`src/rtl/button_event_pkg.sv`:
```
// Shared definitions for the button event chain: FSM state encodings and
// default timing constants used by the debounce/event decoder blocks.
package button_event_pkg;

    localparam logic [2:0] S_IDLE           = 3'd0;
    localparam logic [2:0] S_PRESSED        = 3'd1;
    localparam logic [2:0] S_LONG_HELD      = 3'd2;
    localparam logic [2:0] S_WAIT_SECOND    = 3'd3;
    localparam logic [2:0] S_SECOND_PRESSED = 3'd4;

    typedef enum logic [2:0] {
        IDLE           = S_IDLE,
        PRESSED        = S_PRESSED,
        LONG_HELD      = S_LONG_HELD,
        WAIT_SECOND    = S_WAIT_SECOND,
        SECOND_PRESSED = S_SECOND_PRESSED
    } btn_state_t;

    localparam int DEF_LONG_PRESS_CLKS = 1000;
    localparam int DEF_DCLICK_GAP_CLKS = 300;
    localparam int DEF_CNT_WIDTH       = 16;

endpackage

```
`src/rtl/button_event_decoder_if.sv`:
```
// Button level in, classified event pulses out. The slave side is the decoder;
// the master side is whoever supplies the debounced level and consumes events.
interface button_event_decoder_if;

    logic db_in;
    logic press_pulse;
    logic release_pulse;
    logic short_press;
    logic long_press;
    logic double_click;
    logic busy;

    modport master (
        output db_in,
        input  press_pulse, release_pulse, short_press, long_press, double_click, busy
    );

    modport slave (
        input  db_in,
        output press_pulse, release_pulse, short_press, long_press, double_click, busy
    );

endinterface

```
`src/rtl/button_event_decoder_edge_detect.sv`:
```
// Rise/fall detector for a level already synchronous to clk; reusable for any
// debounced input. Edges are combinational off the one-cycle-delayed level.
module edge_detect (
    input  logic clk,
    input  logic rst_n,
    input  logic din,
    output logic rise,
    output logic fall
);

    logic db_q;

    // A level held high through reset release shows up as a rise.
    always_ff @(posedge clk or negedge rst_n) begin
        if (!rst_n) db_q <= 1'b0;
        else        db_q <= din;
    end

    assign rise = din & ~db_q;
    assign fall = ~din & db_q;

endmodule

```
`src/rtl/button_event_decoder.sv`:
```
// Classifies each debounced press into short press, long press or double click,
// plus raw press/release edge pulses. All outputs registered, one cycle wide.
module button_event_decoder
    import button_event_pkg::*;
#(
    parameter int long_press_clks = DEF_LONG_PRESS_CLKS,
    parameter int dclick_gap_clks = DEF_DCLICK_GAP_CLKS,
    parameter int cnt_width       = DEF_CNT_WIDTH
) (
    input  logic clk,
    input  logic rst_n,
    button_event_decoder_if.slave bus
);

    localparam logic [cnt_width-1:0] LONG_TC = cnt_width'(long_press_clks - 1);
    localparam logic [cnt_width-1:0] GAP_TC  = cnt_width'(dclick_gap_clks - 1);

    logic                 rise;
    logic                 fall;
    btn_state_t           state;
    logic [cnt_width-1:0] cnt;

    function automatic logic [cnt_width-1:0] sat_inc(input logic [cnt_width-1:0] v);
        return (v == {cnt_width{1'b1}}) ? v : v + cnt_width'(1);
    endfunction

    edge_detect u_edge (
        .clk  (clk),
        .rst_n(rst_n),
        .din  (bus.db_in),
        .rise (rise),
        .fall (fall)
    );

    // Edge pulses are state-independent; event pulses default low and are set
    // only on the transition that confirms them, so they are mutually exclusive.
    always_ff @(posedge clk or negedge rst_n) begin
        if (!rst_n) begin
            state             <= IDLE;
            cnt               <= '0;
            bus.press_pulse   <= 1'b0;
            bus.release_pulse <= 1'b0;
            bus.short_press   <= 1'b0;
            bus.long_press    <= 1'b0;
            bus.double_click  <= 1'b0;
            bus.busy          <= 1'b0;
        end else begin
            bus.press_pulse   <= rise;
            bus.release_pulse <= fall;
            bus.short_press   <= 1'b0;
            bus.long_press    <= 1'b0;
            bus.double_click  <= 1'b0;

            case (state)
                IDLE: begin
                    cnt <= '0;
                    if (rise) begin
                        state    <= PRESSED;
                        bus.busy <= 1'b1;
                    end
                end
                PRESSED: begin
                    if (fall) begin
                        state <= WAIT_SECOND;
                        cnt   <= '0;
                    end else if (cnt == LONG_TC) begin
                        state          <= LONG_HELD;
                        cnt            <= '0;
                        bus.long_press <= 1'b1;
                    end else begin
                        cnt <= sat_inc(cnt);
                    end
                end
                LONG_HELD: begin
                    cnt <= '0;
                    if (fall) begin
                        state    <= IDLE;
                        bus.busy <= 1'b0;
                    end
                end
                WAIT_SECOND: begin
                    if (rise) begin
                        state <= SECOND_PRESSED;
                        cnt   <= '0;
                    end else if (cnt == GAP_TC) begin
                        state           <= IDLE;
                        cnt             <= '0;
                        bus.busy        <= 1'b0;
                        bus.short_press <= 1'b1;
                    end else begin
                        cnt <= sat_inc(cnt);
                    end
                end
                SECOND_PRESSED: begin
                    cnt <= '0;
                    if (fall) begin
                        state            <= IDLE;
                        bus.busy         <= 1'b0;
                        bus.double_click <= 1'b1;
                    end
                end
                default: begin
                    state    <= IDLE;
                    cnt      <= '0;
                    bus.busy <= 1'b0;
                end
            endcase
        end
    end

endmodule
```
`src/flat_wrapper.sv`:
```
// flat-port wrapper written by rule: the top's interface ports become plain ports
module button_event_decoder_flat import button_event_pkg::*;
#(
    parameter int long_press_clks = DEF_LONG_PRESS_CLKS,
    parameter int dclick_gap_clks = DEF_DCLICK_GAP_CLKS,
    parameter int cnt_width       = DEF_CNT_WIDTH
)
  (clk, rst_n, bus_db_in, bus_press_pulse, bus_release_pulse, bus_short_press, bus_long_press, bus_double_click, bus_busy);
  button_event_decoder_if bus_i ();
  input  logic clk;
  input  logic rst_n;
  input wire logic [$bits(bus_i.db_in)-1:0] bus_db_in;
  output wire logic [$bits(bus_i.press_pulse)-1:0] bus_press_pulse;
  output wire logic [$bits(bus_i.release_pulse)-1:0] bus_release_pulse;
  output wire logic [$bits(bus_i.short_press)-1:0] bus_short_press;
  output wire logic [$bits(bus_i.long_press)-1:0] bus_long_press;
  output wire logic [$bits(bus_i.double_click)-1:0] bus_double_click;
  output wire logic [$bits(bus_i.busy)-1:0] bus_busy;
  assign bus_i.db_in = bus_db_in;
  assign bus_press_pulse = bus_i.press_pulse;
  assign bus_release_pulse = bus_i.release_pulse;
  assign bus_short_press = bus_i.short_press;
  assign bus_long_press = bus_i.long_press;
  assign bus_double_click = bus_i.double_click;
  assign bus_busy = bus_i.busy;
  button_event_decoder #(.long_press_clks(long_press_clks), .dclick_gap_clks(dclick_gap_clks), .cnt_width(cnt_width)) u_core (.clk(clk), .rst_n(rst_n), .bus(bus_i));
endmodule
```
`config.mk`:
```
export PLATFORM = sky130hd
export DESIGN_NAME = button_event_decoder_flat
export DESIGN_NICKNAME = d
export VERILOG_FILES = /design/src/rtl/button_event_pkg.sv /design/src/rtl/button_event_decoder_if.sv /design/src/rtl/button_event_decoder_edge_detect.sv /design/src/rtl/button_event_decoder.sv /design/src/flat_wrapper.sv
export SDC_FILE = /design/constraint.sdc
export NUM_CORES = 1
export LEC_CHECK = 0
export BUFFER_PORTS_ARGS = -buffer_cell sky130_fd_sc_hd__buf_2
export CORE_MARGIN = 8
export CORE_UTILIZATION = 53
export DETAILED_ROUTE_END_ITERATION = 10
export GPL_TIMING_DRIVEN = 0
export PLACE_DENSITY = 0.77
export SYNTH_ARGS = -nofsm -noshare
export SYNTH_HDL_FRONTEND = slang
export SYNTH_HIERARCHICAL = 1
export SYNTH_SLANG_ARGS = --single-unit
```
`constraint.sdc`:
```
create_clock -name clk -period 1.55 [get_ports clk]
set_input_delay 0.155 -clock clk [delete_from_list [all_inputs] [get_ports clk]]
set_output_delay 0.155 -clock clk [all_outputs]
set_load 0.005 [all_outputs]
```
Word level (Yosys, flattened, before mapping)
Index checks and enable logic that the tools add are counted.
- register bits: 26
- bits of input ports: 3
- output and inout bits: 6
- word-level logic and storage cells: 58
- add/subtract/negate cells: 1
- equal/unequal tests: 13
- muxes and demuxes: 26
- bitwise logic cells: 5
- reduce and logical (&&, ||, !) cells: 4
- operators with widths (operator ; number):
    16-bit 2-to-1 mux ; 5
    16-bit case mux with 2 select lines ; 1
    3-bit 2-to-1 mux ; 6
    16-bit by 1-bit adder with 16-bit output, second input constant ; 1
    16-bit by 10-bit == test with 1-bit output, second input constant ; 1
    16-bit == test, second input constant ; 1
    16-bit by 9-bit == test with 1-bit output, second input constant ; 1
    1-bit 2-to-1 mux ; 12
    3-bit case mux with 4 select lines ; 1
    3-bit by 2-bit == test with 1-bit output, second input constant ; 2
    2-bit by 1-bit != test with 1-bit output, second input constant ; 3
    3-bit by 1-bit != test with 1-bit output, second input constant ; 2
    5-bit AND reduction ; 1
    1-bit case mux with 4 select lines ; 1
    4-bit AND reduction ; 1
    3-bit by 1-bit == test with 1-bit output, second input constant ; 1
    3-bit == test, second input constant ; 1
    3-bit logical NOT ; 1
    1-bit inverter ; 3
    1-bit AND ; 2
    2-bit != test, second input constant ; 1
    2-bit OR reduction ; 1

Depth between registers and ports, before layout
Gate-level depths: netlist (run 1).
- word-level depth: 5
- gate-level depth with buffers: 6
- mapped depth without buffers: 5

Modules after synthesis
The synthesis (run 1) kept the hierarchy.
- modules (own cells, without submodules) (module ; instances ; cells each ; area each (µm²) ; seq. area each (µm²)):
    button_event_decoder ; 1 ; 137 ; 1442.6 ; 625.6
    edge_detect ; 1 ; 3 ; 40.0 ; 25.0

Worst setup path after synthesis (run 1)
No wires, ideal clock.
- kind: register -> register
- from: register u_core.cnt[12]
- to: register u_core.state[0]
- setup time: 126 ps
- arrival: 1493 ps
- required time: 1424 ps
- path slack: -68 ps
- cell stages (with the launch flop): 6
- buffers on the path: 1
- clock period less this slack: 1618 ps
- cells stage by stage: dfrtp_1 > nor4_2 > nand4_2 > a22oi_4 > buf_6 > o31ai_1
- word-level cells in the longest chain between the ends: 3
- elaborated cells between the ends (all ways): 5
- those cells by class: eq/ne (4); reduce/logical (1)
- ends and longest elaborated chain (what ; RTL line ; RTL):
    start, declared ; button_event_decoder.sv:21 ; logic [cnt_width-1:0] cnt;
    start signal, assigned ; button_event_decoder.sv:71 ; cnt <= sat_inc(cnt);
    start signal, assigned ; button_event_decoder.sv:91 ; cnt <= sat_inc(cnt);
    16-bit by 9-bit == test with 1-bit output or 16-bit by 10-bit == test with 1-bit output (tied branches) ; button_event_decoder.sv:85, button_event_decoder.sv:66 ;
    3-bit by 1-bit != test with 1-bit output (no source line) ; n/a ;
    4-bit AND reduction (no source line) * ; n/a ;
    end signal, assigned ; button_event_decoder.sv:83 ; state <= SECOND_PRESSED;
    end signal, assigned ; button_event_decoder.sv:86 ; state <= IDLE;
    end signal, assigned ; button_event_decoder.sv:97 ; state <= IDLE;
    end, declared ; button_event_decoder.sv:20 ; btn_state_t state;
Mark *: on every way between the ends. The rest lies on a longest branch, timed or not.
A chain may end at the register's enable or synchronous reset.

Final worst setup path (run 1)
- from: register u_core.cnt[1]
- to: register u_core.cnt[14]
- word-level cells in the longest chain between the ends: 5
- elaborated cells between the ends (all ways): 10
- those cells by class: add/sub (1); eq/ne (3); mux (6)
- ends and longest elaborated chain (what ; RTL line ; RTL):
    16-bit by 1-bit adder with 16-bit output or 16-bit == test (tied branches) ; button_event_decoder.sv:24 ; return (v == {cnt_width{1'b1}}) ? v : v + cnt_width'(1);
    16-bit 2-to-1 mux ; button_event_decoder.sv:24 ;
    16-bit 2-to-1 mux (on tied branches) ; button_event_decoder.sv:85, button_event_decoder.sv:66 ;
    16-bit 2-to-1 mux (on tied branches) ; button_event_decoder.sv:82, button_event_decoder.sv:63 ;
    16-bit case mux with 2 select lines * ; button_event_decoder.sv:54 ; case (state)
Marks and branches as above.

==> results of run 1 <==
stage by stage:
step                      instance area [sq um]  total power [uW]
final                                      1930              1820
after global routing                       1930              1920
after CTS                                  1820              1790
after detailed placement                   1560              1320
after global placement                     1560              1300
after floorplan                            1480              1190
power groups by stage:
stage / combinational [uW] / sequential [uW] / clock (uW)
3_3_place_gp: 467 / 830 / 0
2_1_floorplan: 372 / 818 / 0
6_report: 643 / 830 / 347
4_1_cts: 601 / 822 / 364
5_1_grt: 695 / 834 / 389
3_5_place_dp: 479 / 838 / 0
final timing paths:
kind	endpoint	slack, ps	depth (start not counted)
max	u_core/cnt[14]$_DFF_PN0_	-70	6
min	u_core/bus.press_pulse$_DFF_PN0_	190	2
max reg2reg	u_core/cnt[14]$_DFF_PN0_	-70	6
min reg2reg	u_core/bus.press_pulse$_DFF_PN0_	520	1
max in group asynchronous	u_core/cnt[2]$_DFF_PN0_	780	2
min in group asynchronous	u_core/bus.busy$_DFFE_PN0P_	350	2
registers in the layout, summed over array words and instances, names as in the netlist:
| signal | count |
|---|---|
| u_core/state | 3 |
| u_core/bus.short_press | 1 |
| u_core/bus.double_click | 1 |
| u_core/cnt | 16 |
| u_core/bus.busy | 1 |
| u_core/bus.release_pulse | 1 |
| u_core/bus.long_press | 1 |
| u_core/bus.press_pulse | 1 |
| u_core/u_edge/db_q | 1 |
final cells by class:
cell class,instances,area (sq um)
repair buffers,34,248
multi-input cells,109,902
flip-flops and latches,26,663
fillers,196,781
inverters,2,7.51
clock buffers,4,36.3
plain buffers,3,33.8
well taps,31,38.8
per-layer routing:
metal	wire length [um]	share of wire [%]	track usage (%)	vias up
met2	1920	52	29.0	44
met1	1530	42	17.7	669
li1	-	-	-	609
met4	18	0.49	5.76	0
met5	0	0	0	-
met3	221	6.0	2.58	2
what timing repair did:
action,in CTS,in global routing
hold buffers,2,0
setup endpoints to repair,17,18
pin swaps,11,8
gates resized for setup,22,14
hold endpoints to repair,27,0
cloned,0,0
buffers inserted,18,6
cells in the final DEF, fill, tap and decap left out, types with 3 or more instances in the layout:
cell type	instances
a21o_1	3
a21oi_1	4
a311oi_2	3
a31oi_1	3
and3_1	3
and3b_1	3
buf_2	8
buf_4	22
buf_6	5
clkbuf_4	3
dfrtp_1	16
dfrtp_2	10
mux2i_1	4
nand2_1	10
nand3_1	6
nand4_1	5
nor2_1	12
nor3_1	3
cells by family (layout without fill, tap and decap cells):
kind of cell | Yosys count | after routing
xor+xnor | 2 | 2
fa+ha+maj | 1 | 1
flops | 26 | 26
compound gates | 27 | 27
mux | 4 | 4
simple gates | 75 | 75
buf+inv | 5 | 43
critical path, stage by stage, from the launching register on:
cell and delay [ps]:
dfrtp_1 430, ha_4 180, nand2_1 140, nor3_4 290, buf_4 180, a31oi_1 80
a211oi_1 220
==> flow_metrics.env, run 1 <==
export IMPL_status="finished with violations"
export IMPL_violations="negative setup slack"
export IMPL_synth_nets=144
export IMPL_hold_ws_ps=189
export IMPL_synth_compound_area_share_pct=13.5
export IMPL_cp_data_required_time_ps=1790
export IMPL_n_antenna_cell=0
export IMPL_cts_root_buffer="clkbuf_4"
export IMPL_coreArea_sq_um=2710
export IMPL_pwr_share_clk_pct=19.1
export IMPL_power_per_cell_area_nw_per_um2=943
export IMPL_grt_pass1_vias=1275
export IMPL_p_int_uw=1200
export IMPL_finish_utilization_pct=71.2
export IMPL_cts_tree="built"
export IMPL_cts_path_max_buffers=2
export IMPL_grt_overflow=0
export IMPL_gp_congestion=0.795
export IMPL_grt_max_degree=27
export IMPL_ys_flop_type="dfrtp_1"
export IMPL_vdd_ir_drop_max_mv=0.730
export IMPL_synthXorXnorAreaFrac_pct=1.18
export IMPL_fmax_ghz=0.619
export IMPL_synth_adder_area_share_pct=0.844
export IMPL_drv_cap=0
export IMPL_die_area_sq_um=4750
export IMPL_netlist_area_sq_um=1480
export IMPL_io_pins=9
export IMPL_area_growth_syn_to_layout_pct=30.1
export IMPL_worstHoldStart="bus_db_in"
export IMPL_synth_mux_area_share_pct=2.70
export IMPL_hold_viol=0
export IMPL_synth_top_area_cell="dfrtp_1"
export IMPL_first_pass_iters=4
export IMPL_worstReg2RegStart="u_core/cnt[1]$_DFF_PN0_"
export IMPL_grt_antenna_before_repair=0
export IMPL_relSlewSlack_pct=60.6
export IMPL_yosysSeqAreaShare_pct=43.9
export IMPL_pwr_share_comb_pct=35.3
export IMPL_grt_pass1_wl_mm=5.77
export IMPL_seq_power_share_pct=45.6
export IMPL_postSynthCellCount=140
export IMPL_worstSetupEndpointType="flop"
export IMPL_via_per_inst=6.33
export IMPL_synth_top_family_by_area="simple AND/OR/NAND/NOR gates"
export IMPL_wl_mm=3.69
export IMPL_cp_arrival_ps=1850
export IMPL_wl_per_cell_um=17.7
export IMPL_synth_top_cell_area_share_pct=43.9
export IMPL_num_vias=1324
export IMPL_cts_buffers=3
export IMPL_rows=19
export IMPL_drc=0
export IMPL_yosys_warnings=6
export IMPL_layout_nets=183
export IMPL_initial_utilization_pct=54.7
export IMPL_rsz0062_at_grt="yes"
export IMPL_critPathKind="reg -> reg"
export IMPL_ys_top_cells_by_area="dfrtp_1, nor2_1, mux2i_1"
export IMPL_fp_dieH_um=68.9
export IMPL_drtIter0Drc=134
export IMPL_drtAntennaViolNets=0
export IMPL_yosys_area_share_simple_pct=35.5
export IMPL_postSynthAreaPerCell_sq_um=10.6
export IMPL_place_inst=179
export IMPL_p_sw_share_pct=34.1
export IMPL_tightest_slew_ps=591
export IMPL_clk_latency_ps=320
export IMPL_synth_edf_count=0
export IMPL_instances_no_fill=209
export IMPL_synthTopCellsByCount="dfrtp_1, nor2_1, nand2_1"
export IMPL_min_path_type="in -> reg"
export IMPL_clk_pin_slew_ps=140
export IMPL_yosysMostFrequentCell="dfrtp_1"
export IMPL_track_usage_pct=15.7
export IMPL_dp_hpwl_mm=2.09
export IMPL_post_place_ws_ps=-302
export IMPL_fin_crit_ps=1620
export IMPL_path_max_fanout=5
export IMPL_setup_viol=15
export IMPL_h_tree_depth=1
export IMPL_ys_ff_latch=26
export IMPL_start_kind="flop"
export IMPL_async_flop_share_pct=100
export IMPL_crit_start="u_core/cnt[1]$_DFF_PN0_"
export IMPL_synth_cell_types=50
export IMPL_drive_above_1_share_pct=47.2
export IMPL_setup_tns_ps=-327
export IMPL_p_leak_uw=0.000824
export IMPL_cts_sinks=26
export IMPL_skew_ps=3.42
export IMPL_io_buffer_count=8
export IMPL_setup_slack_ps=-66.5
export IMPL_fin_crit_sh_pct=104
export IMPL_p_switching_uw=621
export IMPL_die_w_um=68.9
export IMPL_slew_viol_final=0
Power figures use the tool's default switching activity.
==> run 2: changes to the inputs <==
CORE_UTILIZATION = 59   (was 53)
PLACE_DENSITY = 0.81   (was 0.77)
clock period = 1.8 ns   (was 1.55 ns; I/O delays follow)
==> run 2 against run 1 <==
The run now ends clean. Sequential share of layout area rose by 3.8 points. Worst setup slack better by 150 ps. Design area down 12%. Count of clock-buffer cells in the layout did not move. Total power shrank 17%. Die area decreased by 7.9%. Critical path depth down 1. Combinational power fell by 25%. Cell count fell by 9.1%. Routed wire length is 7.2% lower. Critical endpoint is now u_core/state[0]$_DFFE_PN0P_. Largest cell class unchanged.
==> flow_metrics.env, run 2 (synthesized netlist as in run 1, its figures left out) <==
export IMPL_status="finished, final reports clean"
export IMPL_fmax_ghz=0.584
export IMPL_setup_viol=0
export IMPL_h_tree_depth=1
export IMPL_hold_viol=0
export IMPL_p_leak_uw=0.000743
export IMPL_reg_largest_list="u_core/cnt: 16 flops, u_core/state: 3 flops"
export IMPL_die_area_sq_um=4370
export IMPL_clk_pin_slew_ps=150
export IMPL_layout_commonest_cell="dfrtp_1"
export IMPL_die_w_um=66.1
export IMPL_drv_cap=0
export IMPL_first_pass_iters=4
export IMPL_initial_utilization_pct=61.0
export IMPL_total_power_uw=1510
export IMPL_final_cell_area_sq_um=1710
export IMPL_drtAntennaViolNets=0
export IMPL_grt_overflow=0
export IMPL_fp_dieH_um=66.1
export IMPL_cts_path_max_buffers=2
export IMPL_rows=18
export IMPL_io_pins=9
export IMPL_min_path_type="in -> async"
export IMPL_coreArea_sq_um=2430
export IMPL_worstReg2RegStart="u_core/cnt[12]$_DFF_PN0_"
export IMPL_hold_ws_ps=348
export IMPL_grt_pass1_vias=1248
export IMPL_seq_power_share_pct=47.9
export IMPL_fin_crit_ps=1710
export IMPL_cp_arrival_ps=1930
export IMPL_drtIter0Drc=104
export IMPL_pwr_share_comb_pct=32.0
export IMPL_drive_above_1_share_pct=28.1
export IMPL_dp_hpwl_mm=2.27
export IMPL_area_growth_syn_to_layout_pct=15.1
export IMPL_dpl_cell_area_sq_um=1560
export IMPL_grt_max_degree=27
export IMPL_via_per_inst=6.75
export IMPL_num_vias=1282
export IMPL_power_per_cell_area_nw_per_um2=885
export IMPL_vdd_ir_drop_max_mv=0.569
export IMPL_p_switching_uw=511
export IMPL_p_int_uw=1000
export IMPL_clk_latency_ps=330
export IMPL_cts_sinks=26
export IMPL_slew_viol_final=0
export IMPL_path_max_fanout=10
export IMPL_start_kind="flop"
export IMPL_drc=0
export IMPL_mostFrequentLayoutCells="dfrtp_1, nor2_1, nand2_1, buf_2, nand3_1"
export IMPL_skew_ps=9.91
export IMPL_largest_register="u_core/cnt"
export IMPL_io_buffer_count=8
export IMPL_cp_data_required_time_ps=2020
export IMPL_critPathKind="reg -> reg"
export IMPL_track_usage_pct=15.8
export IMPL_wl_mm=3.42
export IMPL_cts_tree="built"
export IMPL_pwr_share_clk_pct=20.0
export IMPL_finish_utilization_pct=70.2
export IMPL_tightest_slew_ps=564
export IMPL_fin_crit_sh_pct=95.2
export IMPL_crit_start="u_core/cnt[12]$_DFF_PN0_"
export IMPL_grt_antenna_before_repair=0
export IMPL_n_antenna_cell=0
export IMPL_cts_buffers=3
export IMPL_relSlewSlack_pct=62.4
export IMPL_largest_reg_flops=16
export IMPL_p_sw_share_pct=33.8
export IMPL_gp_congestion=0.894
export IMPL_layout_nets=165
export IMPL_wl_per_cell_um=18.0
export IMPL_grt_pass1_wl_mm=5.55
export IMPL_cts_root_buffer="clkbuf_4"
export IMPL_worstSetupEndpointType="flop"
-- run 2: changes by cell type in the layout (fill, tap and decap cells not counted), sizes merged --
cell,delta
buf,-18
-- run 2: layout make-up --
class / count / area [sq um]
buffer: 3 / 27.5
clock buffer: 4 / 36.3
fill: 169 / 726
inverter: 2 / 7.51
multi-input combinational: 109 / 842
sequential: 26 / 651
tap: 30 / 37.5
timing repair buffer: 16 / 105
-- run 2: through the flow --
step,TNS (ps),cells,setup WS (ps)
finish,0,190,86.7
global route,-4.21,190,-4.21
CTS,0,186,22.1
detailed placement,-535,178,-84.7
global placement,-244,178,-50.5
floorplan,0,140,182
-- run 2: routing by layer --
metal  GRT usage, %  part of all wire [%]
met1           18.2                    38
met2           27.3                    52
met3           2.71                   6.5
met4           8.27                   3.3
met5              0                     0
-- run 2: critical path: stages, from the launching register on --
cell and delay (ps):
dfrtp_1 510, nor4_4 360, nand4_2 240, a22oi_4 250, buf_6 170, o31ai_1 70
-- run 2: repair_timing --
action	in CTS	in global routing
gates resized for setup	0	8
buffers inserted	2	4
hold buffers	2	0
pin swaps	1	3
setup endpoints to repair	10	17
endpoints found under the hold margin	27	0
-- run 2: final timing paths --
| kind | end | slack, ps | cells past startpoint |
|---|---|---|---|
| worst min register to register | u_core/bus.press_pulse$_DFF_PN0_ | 520 | 1 |
| worst max register to register | u_core/state[0]$_DFFE_PN0P_ | 90 | 5 |
| worst min-delay path | u_core/cnt[3]$_DFF_PN0_ | 350 | 2 |
| worst max-delay path | u_core/state[0]$_DFFE_PN0P_ | 90 | 5 |
| min in group clk | u_core/u_edge/db_q$_DFF_PN0_ | 510 | 2 |
| max in group asynchronous | u_core/bus.double_click$_DFF_PN0_ | 1080 | 2 |
-- run 2: power groups by stage --
stage	Combinational (uW)	Sequential [uW]	Clock [uW]
finish	484	724	303
global route	531	732	332
CTS	466	711	303
detailed placement	423	722	0
global placement	395	715	0
floorplan	319	705	0
==> run 3: changes to the inputs <==
clock period = 1.6 ns   (was 1.8 ns; I/O delays follow)
==> run 3 against run 2 <==
The run now ends with negative setup slack left. Critical path depth fell by 1. Routed wire length fell by 6.5%. Core utilization fell by 0.10 points. Count of clock-buffer cells in the layout did not move. Sequential share of layout area rose by 0.28 points. Worst setup slack got worse by 130 ps. Cell count fell by 0.53%. Die area did not move. First-iteration DRC count fell by 23%. Register-to-register slack got worse by 130 ps. Clock power rose by 8.3%. Critical path type unchanged. Critical endpoint is now u_core/cnt[5]$_DFF_PN0_. Largest cell class unchanged.
==> flow_metrics.env, run 3 (synthesized netlist as in run 1, its figures left out) <==
export IMPL_n_antenna_cell=0
export IMPL_num_fill_cells=188
export IMPL_largest_reg_flops=16
export IMPL_gp_congestion=0.871
export IMPL_fmax_ghz=0.608
export IMPL_cts_path_max_buffers=2
export IMPL_cts_buffers=3
export IMPL_start_kind="flop"
export IMPL_met1_length_mm=1.25
export IMPL_slew_viol_final=0
export IMPL_skew_ps=1.00
export IMPL_clk_latency_ps=310
export IMPL_mostFrequentLayoutCells="dfrtp_1, nor2_1, nand2_1, buf_2, nand3_1"
export IMPL_grt_overflow=0
export IMPL_h_tree_depth=1
export IMPL_initial_utilization_pct=61.0
export IMPL_place_inst=178
export IMPL_drtAntennaViolNets=0
export IMPL_dpl_cell_area_sq_um=1560
export IMPL_coreArea_sq_um=2430
export IMPL_reg_largest_list="u_core/cnt: 16 flops, u_core/state: 3 flops"
export IMPL_hold_viol=0
export IMPL_vdd_ir_drop_max_mv=0.564
export IMPL_clk_pin_slew_ps=140
export IMPL_fp_dieH_um=66.1
export IMPL_critPathKind="reg -> reg"
export IMPL_worstSetupEndpointType="flop"
export IMPL_layout_nets=164
export IMPL_status="finished with violations"
export IMPL_dp_hpwl_mm=2.11
export IMPL_io_buffer_count=8
export IMPL_instances_no_fill=189
export IMPL_dr_wl_met2_mm=1.65
export IMPL_setup_tns_ps=-388
export IMPL_drtIter0Drc=80
export IMPL_path_max_fanout=6
export IMPL_violations="negative setup slack"
export IMPL_grt_max_degree=27
export IMPL_wl_met3_um=238
export IMPL_setup_viol=11
export IMPL_largest_register="u_core/cnt"
export IMPL_grt_pass1_wl_mm=5.40
export IMPL_rsz0062_at_grt="yes"
export IMPL_cp_arrival_ps=1880
export IMPL_hold_ws_ps=224
export IMPL_cts_sinks=26
export IMPL_io_pins=9
export IMPL_wl_per_cell_um=16.9
export IMPL_wl_mm=3.20
export IMPL_drv_cap=0
export IMPL_rows=18
export IMPL_grt_antenna_before_repair=0
export IMPL_die_area_sq_um=4370
export IMPL_num_vias=1231
export IMPL_fin_crit_sh_pct=103
export IMPL_min_path_type="in -> reg"
export IMPL_cts_tree="built"
export IMPL_layout_commonest_cell="dfrtp_1"
export IMPL_drive_above_1_share_pct=28.9
export IMPL_area_growth_syn_to_layout_pct=14.9
export IMPL_setup_slack_ps=-44.4
export IMPL_grt_pass1_vias=1158
export IMPL_drc=0
export IMPL_power_per_cell_area_nw_per_um2=984
export IMPL_first_pass_iters=4
export IMPL_highest_layer="met4"
export IMPL_finish_utilization_pct=70.1
export IMPL_fin_crit_ps=1640
export IMPL_relSlewSlack_pct=56.0
export IMPL_tightest_slew_ps=659
export IMPL_track_usage_pct=15.6
export IMPL_via_per_inst=6.51
export IMPL_cts_root_buffer="clkbuf_4"
export IMPL_p_leak_uw=0.000739
export IMPL_cp_data_required_time_ps=1830
export IMPL_final_cell_area_sq_um=1700
export IMPL_die_w_um=66.1
[run 3: changes by cell type in the layout (fill, tap and decap cells not counted)]
cell / delta
a311oi_1: +1
a311oi_2: -1
and2b_1: -1
and2b_2: +1
buf_4: -1
dfrtp_1: -3
dfrtp_2: +3
nor2b_1: +1
nor2b_2: -1
nor4_2: -1
nor4_4: +1
[run 3: worst paths after layout]
path	startpoint	end	slack, ps	depth (start not counted)
worst max-delay path	u_core/cnt[7]$_DFF_PN0_	u_core/cnt[5]$_DFF_PN0_	-40	4
worst min-delay path	bus_db_in	u_core/bus.release_pulse$_DFF_PN0_	220	2
worst max register to register	u_core/cnt[7]$_DFF_PN0_	u_core/cnt[5]$_DFF_PN0_	-40	4
worst min register to register	u_core/cnt[15]$_DFF_PN0_	u_core/cnt[15]$_DFF_PN0_	580	1
max in group asynchronous	rst_n	u_core/cnt[13]$_DFF_PN0_	850	2
min in group asynchronous	rst_n	u_core/bus.short_press$_DFF_PN0_	350	2
[run 3: metal layers]
layer / up-vias / GRT usage (%)
li1: 572 / -
met1: 596 / 18.4
met2: 55 / 27.7
met3: 8 / 2.03
met4: 0 / 6.40
met5: - / 0
[run 3: what timing repair did]
action                                  4_1_cts  5_1_grt
pin swaps                                     5        0
resized for setup                             9        2
setup buffers                                 5        0
endpoints found under the hold margin        27        0
hold buffers                                  2        0
endpoints found under the setup margin       17       18
cloned                                        0        0
[run 3: layout make-up]
class	count	area (sq um)	area share, %
sequential	26	654	38.4
clock buffer	4	36.3	2.13
buffer	3	27.5	1.62
multi-input combinational	109	843	49.5
inverter	2	7.51	0.441
tap	30	37.5	2.20
timing repair buffer	15	97.6	5.73
[run 3: worst max-delay path, stage by stage (launching register included)]
cell	delay (ps)
dfrtp_1	540
nand4_4	240
nor3_4	320
nand3_2	180
a311oi_1	280
[run 3: power breakdown]
part	internal, uW	switching [uW]	total [uW]
clock	139	189	328
sequential	717	85.7	803
combinational	265	281	546
total	1120	556	1680
[run 3: through the flow]
step / worst slack (ps) / power (uW)
2_1_floorplan: 0.781 / 1150
3_3_place_gp: -225 / 1260
3_5_place_dp: -263 / 1290
4_1_cts: -35.7 / 1680
5_1_grt: -147 / 1780
6_report: -44.4 / 1680
